===== src/rtl/hvac_zone_ctrl.sv =====
// Multi-zone heat/idle/cool hysteresis controller with per-zone anti-short-cycle dwell timing.
// Optional sensor-fault detection is enabled by defining HVAC_ZONE_FAULT_EN.
module hvac_zone_ctrl #(
    parameter int ZONES    = 4,
    parameter int TW       = 5,
    parameter int HEAT_ON  = 18,
    parameter int HEAT_OFF = 20,
    parameter int COOL_ON  = 22,
    parameter int COOL_OFF = 20,
    parameter int MIN_ON   = 8,
    parameter int MIN_OFF  = 4
) (
    input  logic                  clk,
    input  logic                  rst_n,
    input  logic [ZONES-1:0]      zone_en,
    input  logic [ZONES*TW-1:0]   temperature,
    output logic [ZONES-1:0]      heating,
    output logic [ZONES-1:0]      cooling,
    output logic [ZONES-1:0]      fault
);

    typedef enum logic [1:0] {
        ST_IDLE = 2'd0,
        ST_HEAT = 2'd1,
        ST_COOL = 2'd2
    } state_e;

    localparam int MAXD = (MIN_ON > MIN_OFF) ? MIN_ON : MIN_OFF;
    localparam int DW   = $clog2(MAXD + 1);

    localparam logic [DW-1:0] MAXD_C     = DW'(MAXD);
    localparam logic [DW-1:0] MIN_ON_C   = DW'(MIN_ON);
    localparam logic [DW-1:0] MIN_OFF_C  = DW'(MIN_OFF);
    localparam logic [TW-1:0] HEAT_ON_C  = TW'(HEAT_ON);
    localparam logic [TW-1:0] HEAT_OFF_C = TW'(HEAT_OFF);
    localparam logic [TW-1:0] COOL_ON_C  = TW'(COOL_ON);
    localparam logic [TW-1:0] COOL_OFF_C = TW'(COOL_OFF);

    state_e          state_q [ZONES];
    state_e          state_d [ZONES];
    logic [DW-1:0]   dwell_q [ZONES];
    logic [DW-1:0]   dwell_d [ZONES];
    logic [TW-1:0]   temp_s  [ZONES];
    logic [ZONES-1:0] bad_s;
    logic [ZONES-1:0] heating_q, heating_d;
    logic [ZONES-1:0] cooling_q, cooling_d;
    logic [ZONES-1:0] fault_q, fault_d;

    for (genvar g = 0; g < ZONES; g++) begin : g_zone
        assign temp_s[g] = temperature[g*TW +: TW];
`ifdef HVAC_ZONE_FAULT_EN
        // A stuck-low or stuck-high reading is treated as a broken sensor.
        assign bad_s[g] = (temp_s[g] == {TW{1'b0}}) || (temp_s[g] == {TW{1'b1}});
`else
        assign bad_s[g] = 1'b0;
`endif
    end

    // Per-zone next-state, dwell counter and output decode.
    always_comb begin
        for (int i = 0; i < ZONES; i++) begin
            state_d[i] = state_q[i];
            fault_d[i] = fault_q[i];
            if (!zone_en[i]) begin
                state_d[i] = ST_IDLE;
                fault_d[i] = 1'b0;
            end else if (bad_s[i] || fault_q[i]) begin
                state_d[i] = ST_IDLE;
                fault_d[i] = 1'b1;
            end else begin
                case (state_q[i])
                    ST_IDLE: begin
                        if (dwell_q[i] >= MIN_OFF_C && temp_s[i] <= HEAT_ON_C) begin
                            state_d[i] = ST_HEAT;
                        end else if (dwell_q[i] >= MIN_OFF_C && temp_s[i] >= COOL_ON_C) begin
                            state_d[i] = ST_COOL;
                        end else begin
                            state_d[i] = ST_IDLE;
                        end
                    end
                    ST_HEAT: begin
                        if (dwell_q[i] >= MIN_ON_C && temp_s[i] >= HEAT_OFF_C) begin
                            state_d[i] = ST_IDLE;
                        end else begin
                            state_d[i] = ST_HEAT;
                        end
                    end
                    ST_COOL: begin
                        if (dwell_q[i] >= MIN_ON_C && temp_s[i] <= COOL_OFF_C) begin
                            state_d[i] = ST_IDLE;
                        end else begin
                            state_d[i] = ST_COOL;
                        end
                    end
                    default: begin
                        state_d[i] = ST_IDLE;
                    end
                endcase
            end

            if (state_d[i] != state_q[i]) begin
                dwell_d[i] = {DW{1'b0}};
            end else if (dwell_q[i] == MAXD_C) begin
                dwell_d[i] = dwell_q[i];
            end else begin
                dwell_d[i] = dwell_q[i] + DW'(1);
            end

            heating_d[i] = (state_d[i] == ST_HEAT);
            cooling_d[i] = (state_d[i] == ST_COOL);
        end
    end

    // State, dwell and output registers; reset presets dwell to saturation.
    always_ff @(posedge clk or negedge rst_n) begin
        if (!rst_n) begin
            for (int i = 0; i < ZONES; i++) begin
                state_q[i] <= ST_IDLE;
                dwell_q[i] <= MAXD_C;
            end
            heating_q <= {ZONES{1'b0}};
            cooling_q <= {ZONES{1'b0}};
            fault_q   <= {ZONES{1'b0}};
        end else begin
            for (int i = 0; i < ZONES; i++) begin
                state_q[i] <= state_d[i];
                dwell_q[i] <= dwell_d[i];
            end
            heating_q <= heating_d;
            cooling_q <= cooling_d;
            fault_q   <= fault_d;
        end
    end

    assign heating = heating_q;
    assign cooling = cooling_q;
    assign fault   = fault_q;

endmodule


===== config.mk =====
export PLATFORM = sky130hd
export DESIGN_NAME = hvac_zone_ctrl
export DESIGN_NICKNAME = d
export VERILOG_FILES = /design/src/rtl/hvac_zone_ctrl.sv
export SDC_FILE = /design/constraint.sdc
export NUM_CORES = 1
export LEC_CHECK = 0
export ABC_AREA = 1
export CELL_PAD_IN_SITES_DETAIL_PLACEMENT = 1
export CELL_PAD_IN_SITES_GLOBAL_PLACEMENT = 1
export CORE_UTILIZATION = 38
export DETAILED_ROUTE_END_ITERATION = 8
export PLACE_DENSITY_LB_ADDON = 0.08
export SKIP_LAST_GASP = 1
export SYNTH_ARGS = -nofsm -noshare
export SYNTH_HDL_FRONTEND = slang
export SYNTH_SLANG_ARGS = --single-unit

===== constraint.sdc =====
create_clock -name clk -period 1.7 [get_ports clk]
set_input_delay 0.255 -clock clk [delete_from_list [all_inputs] [get_ports clk]]
set_output_delay 0.255 -clock clk [all_outputs]
set_load 0.01 [all_outputs]

==> impl_metrics.py <==
metrics = {
    "drt": {
        "wl_um": 4370,
        "vias": 1750,
        "vias_per_cell": 4.65,
        "wl_per_cell_um": 11.6,
        "drcViolationCount": 0,
        "drt_iter0_drc": 45,
        "drtPass1Iterations": 4,
        "drtAntennaViolNets": 0,
    },
    "synth": {
        "syn_area_sq_um": 2090,
        "synth-simple-area-share": 0.314,
        "synth_top_family_by_area": "simple AND/OR/NAND/NOR gates",
        "synthArstFlopShare": 1.00,
        "syn_inst": 260,
        "synth-compound-area-share": 0.0820,
        "synth_fp_nets": 294,
        "ys_ff_latch": 36,
        "synth_edf_count": 0,
        "synthAdderAreaFrac": 0.0479,
        "ys_seq_area_frac": 0.434,
        "yosysWarnings": 0,
        "ys.flop_type": "dfrtp_1",
        "syn_area_per_cell_sq_um": 8.04,
        "synthDistinctLibCells": 23,
        "synthMuxAreaShare": 0,
        "yosys.area_share.xor_xnor": 0.0503,
    },
    "sta": {
        "fmax_mhz": 686,
        "setup_violations": 0,
        "fin_skew_ps": 3.63,
        "tightest_slew_ps": 450,
        "maxSlewViolCount": 0,
        "relSlewSlack": 0.700,
        "totalNegativeSetupSlack_ps": 0,
        "hold_viol_final": 0,
        "period_minus_slack_ps": 1460,
        "rsz0062_at_grt": "false",
        "hold-worst-slack_ps": 443,
        "fin_crit_sh": 0.857,
    },
    "final_layout": {
        "n_antenna_cell": 0,
        "area_growth_pct": 27.7,
        "final_util": 0.513,
        "layout-drive-gt1-share": 0.137,
        "nets": 340,
        "nFillCells": 667,
    },
    "setup_path": {
        "critPathKind": "reg -> out",
        "reg2regPathDepth": 5,
        "path_max_fanout": 3,
        "worstSetupEndpointType": "output pin",
        "path_depth": 1,
        "crit_chain": "clkdlybuf4s50_1",
        "r2r_slack_ps": 350,
        "path_delay_family": "buffers and inverters",
        "cp_data_arrival_time_ps": 1200,
        "crit_required_ps": 1440,
        "r2r_end": "dwell_q[12]$_DFFE_PN0P_",
        "path_buf_inv": 1,
        "cpMaxStageDelayCell": "clkdlybuf4s50_1",
        "cp-start-kind": "register",
        "critPathMaxStageDelay_ps": 540,
        "rr_startpoint": "dwell_q[15]$_DFFE_PN1P_",
    },
    "clock_network": {
        "cts_buffer_depth": 2,
        "cts_buffers": 5,
        "cts-htree-levels": 2,
        "clkTransAtPathRegs_ps": 70,
        "root_buffer": "clkbuf_8",
        "cts_tree": "built",
        "clock_latency_ps": 280,
        "cts_sinks": 36,
        "cts_resized": 0,
    },
    "run": {
        "cap_violations": 0,
    },
    "floorplan": {
        "fp.dieArea_sq_um": 5800,
        "die_w_um": 76.2,
        "ios": 38,
        "dieHeight_um": 76.2,
        "core_area_sq_um": 5200,
        "start_util": 0.401,
        "rows": 26,
    },
    "grt": {
        "grt_max_degree": 20,
        "grt_pass1_vias": 1854,
        "grt.total_usage": 0.172,
        "grt_pass1_wl_um": 8020,
        "grt-ovfl-total": 0,
        "antenna_found_initial": 0,
    },
    "power_and_ir_drop": {
        "combPwrFrac": 0.419,
        "p_per_area_nw_per_um2": 1360,
        "clock_power_share": 0.182,
        "switchingPower_uw": 1400,
        "power_uw": 3620,
        "p_leak_uw": 0.00133,
        "intPower_uw": 2220,
        "seq_power_share": 0.399,
        "vdd_ir_drop_max_uv": 864,
        "power_switching_share": 0.387,
    },
    "hold_path": {
        "hold_class": "in -> async",
    },
    "placed_design": {
        "dpl.hpwl_um": 3560,
        "gp_congestion": 0.726,
        "portBuffers": 37,
    },
    "status": {
        "status": "complete, no violations",
    },
}
-- logic make-up after synthesis --
logic type / count (synthesis)
AO/OA/AOI/OAI: 25
XOR/XNOR: 12
adder cells (fa/ha/maj): 8
buffers and inverters: 40
flip-flops: 36
AND/OR/NAND/NOR: 139
-- final cells by class --
type,count,area [sq um],share of cell area
timing repair buffer,39,395,0.148
inverter,40,150,0.0563
tap,70,87.6,0.0328
sequential,36,906,0.339
multi-input combinational,184,1030,0.387
clock buffer,7,96.3,0.0361
-- per-stage QoR --
step / setup slack, ps / area (sq um) / std cells
6_report: 243 / 2670 / 376
5_1_grt: 180 / 2670 / 376
4_1_cts: 222 / 2670 / 376
3_5_place_dp: 35.8 / 2560 / 368
3_3_place_gp: 62.2 / 2560 / 368
2_1_floorplan: 510 / 2090 / 260
-- worst max-delay path by stage --
stage | endpoint | slack (ps) | startpoint
after floorplan | dwell_q[4]$_DFFE_PN0P_ | 510 | dwell_q[7]$_DFFE_PN1P_
after global placement | dwell_q[12]$_DFFE_PN0P_ | 60 | temperature[4]
after detailed placement | dwell_q[12]$_DFFE_PN0P_ | 40 | temperature[4]
after CTS | fault[0] | 220 | fault[0]$_DFF_PN0_
after global routing | dwell_q[9]$_DFFE_PN0P_ | 180 | dwell_q[8]$_DFFE_PN0P_
final | fault[1] | 240 | fault[1]$_DFF_PN0_
-- routing by layer --
metal	routed length, um	track usage	up-vias
li1	-	-	898
met1	2050	0.210	823
met2	2130	0.295	22
met3	120	0.0383	7
met4	66	0.0635	0
met5	0	0	-
-- power groups by stage --
stage | logic, uW | registers [uW] | clock network, uW
after global placement | 1460 | 1460 | 0
after detailed placement | 1530 | 1460 | 0
after floorplan | 1080 | 1420 | 0
final | 1520 | 1440 | 659
after global routing | 1760 | 1490 | 715
after CTS | 1550 | 1450 | 689
-- registers in the layout (all words and copies together) (netlist names) --
signal and count:
state_q 8, heating 4, fault 4, dwell_q 16, cooling 4
-- synth_stat cells, types with 6 or more instances --
master     n  area [sq um]
dfrtp_1   32           801
a21oi_1   10          50.1
nand3b_1   6          45.0
ha_1       8           100
nand3_1   14          70.1
xor2_1    12           105
nand2_2   13          81.3
inv_1     37           139
nor2_1    41           154
nand2_1   54           203
-- cell usage in the layout (no fill, tap or decap) --
cell type	netlist	layout
nand3_2	2	2
o21ai_2	1	1
inv_1	37	37
o21ai_0	4	4
nand3_1	14	14
buf_12	0	1
dfrtp_1	32	32
a21oi_1	10	10
nand3b_1	6	6
o21ai_1	2	2
nand4_1	3	3
o21bai_2	1	1
o21a_1	4	4
ha_1	8	8
a21oi_4	2	2
dlygate4sd3_1	0	1
buf_2	0	1
a21oi_2	1	1
nand2_2	13	13
xor2_1	12	12
nor3b_2	2	2
nand2_1	54	54
clkdlybuf4s50_1	0	36
inv_2	3	3
clkbuf_8	0	7
nor3_2	4	4
nor2_1	41	41
dfstp_2	4	4
-- repair_timing --
item	in CTS	in global routing
buffers inserted	0	0
hold buffers	1	0
endpoints found under the hold margin	14	0
No activity file was read; power rests on OpenSTA's default activity.
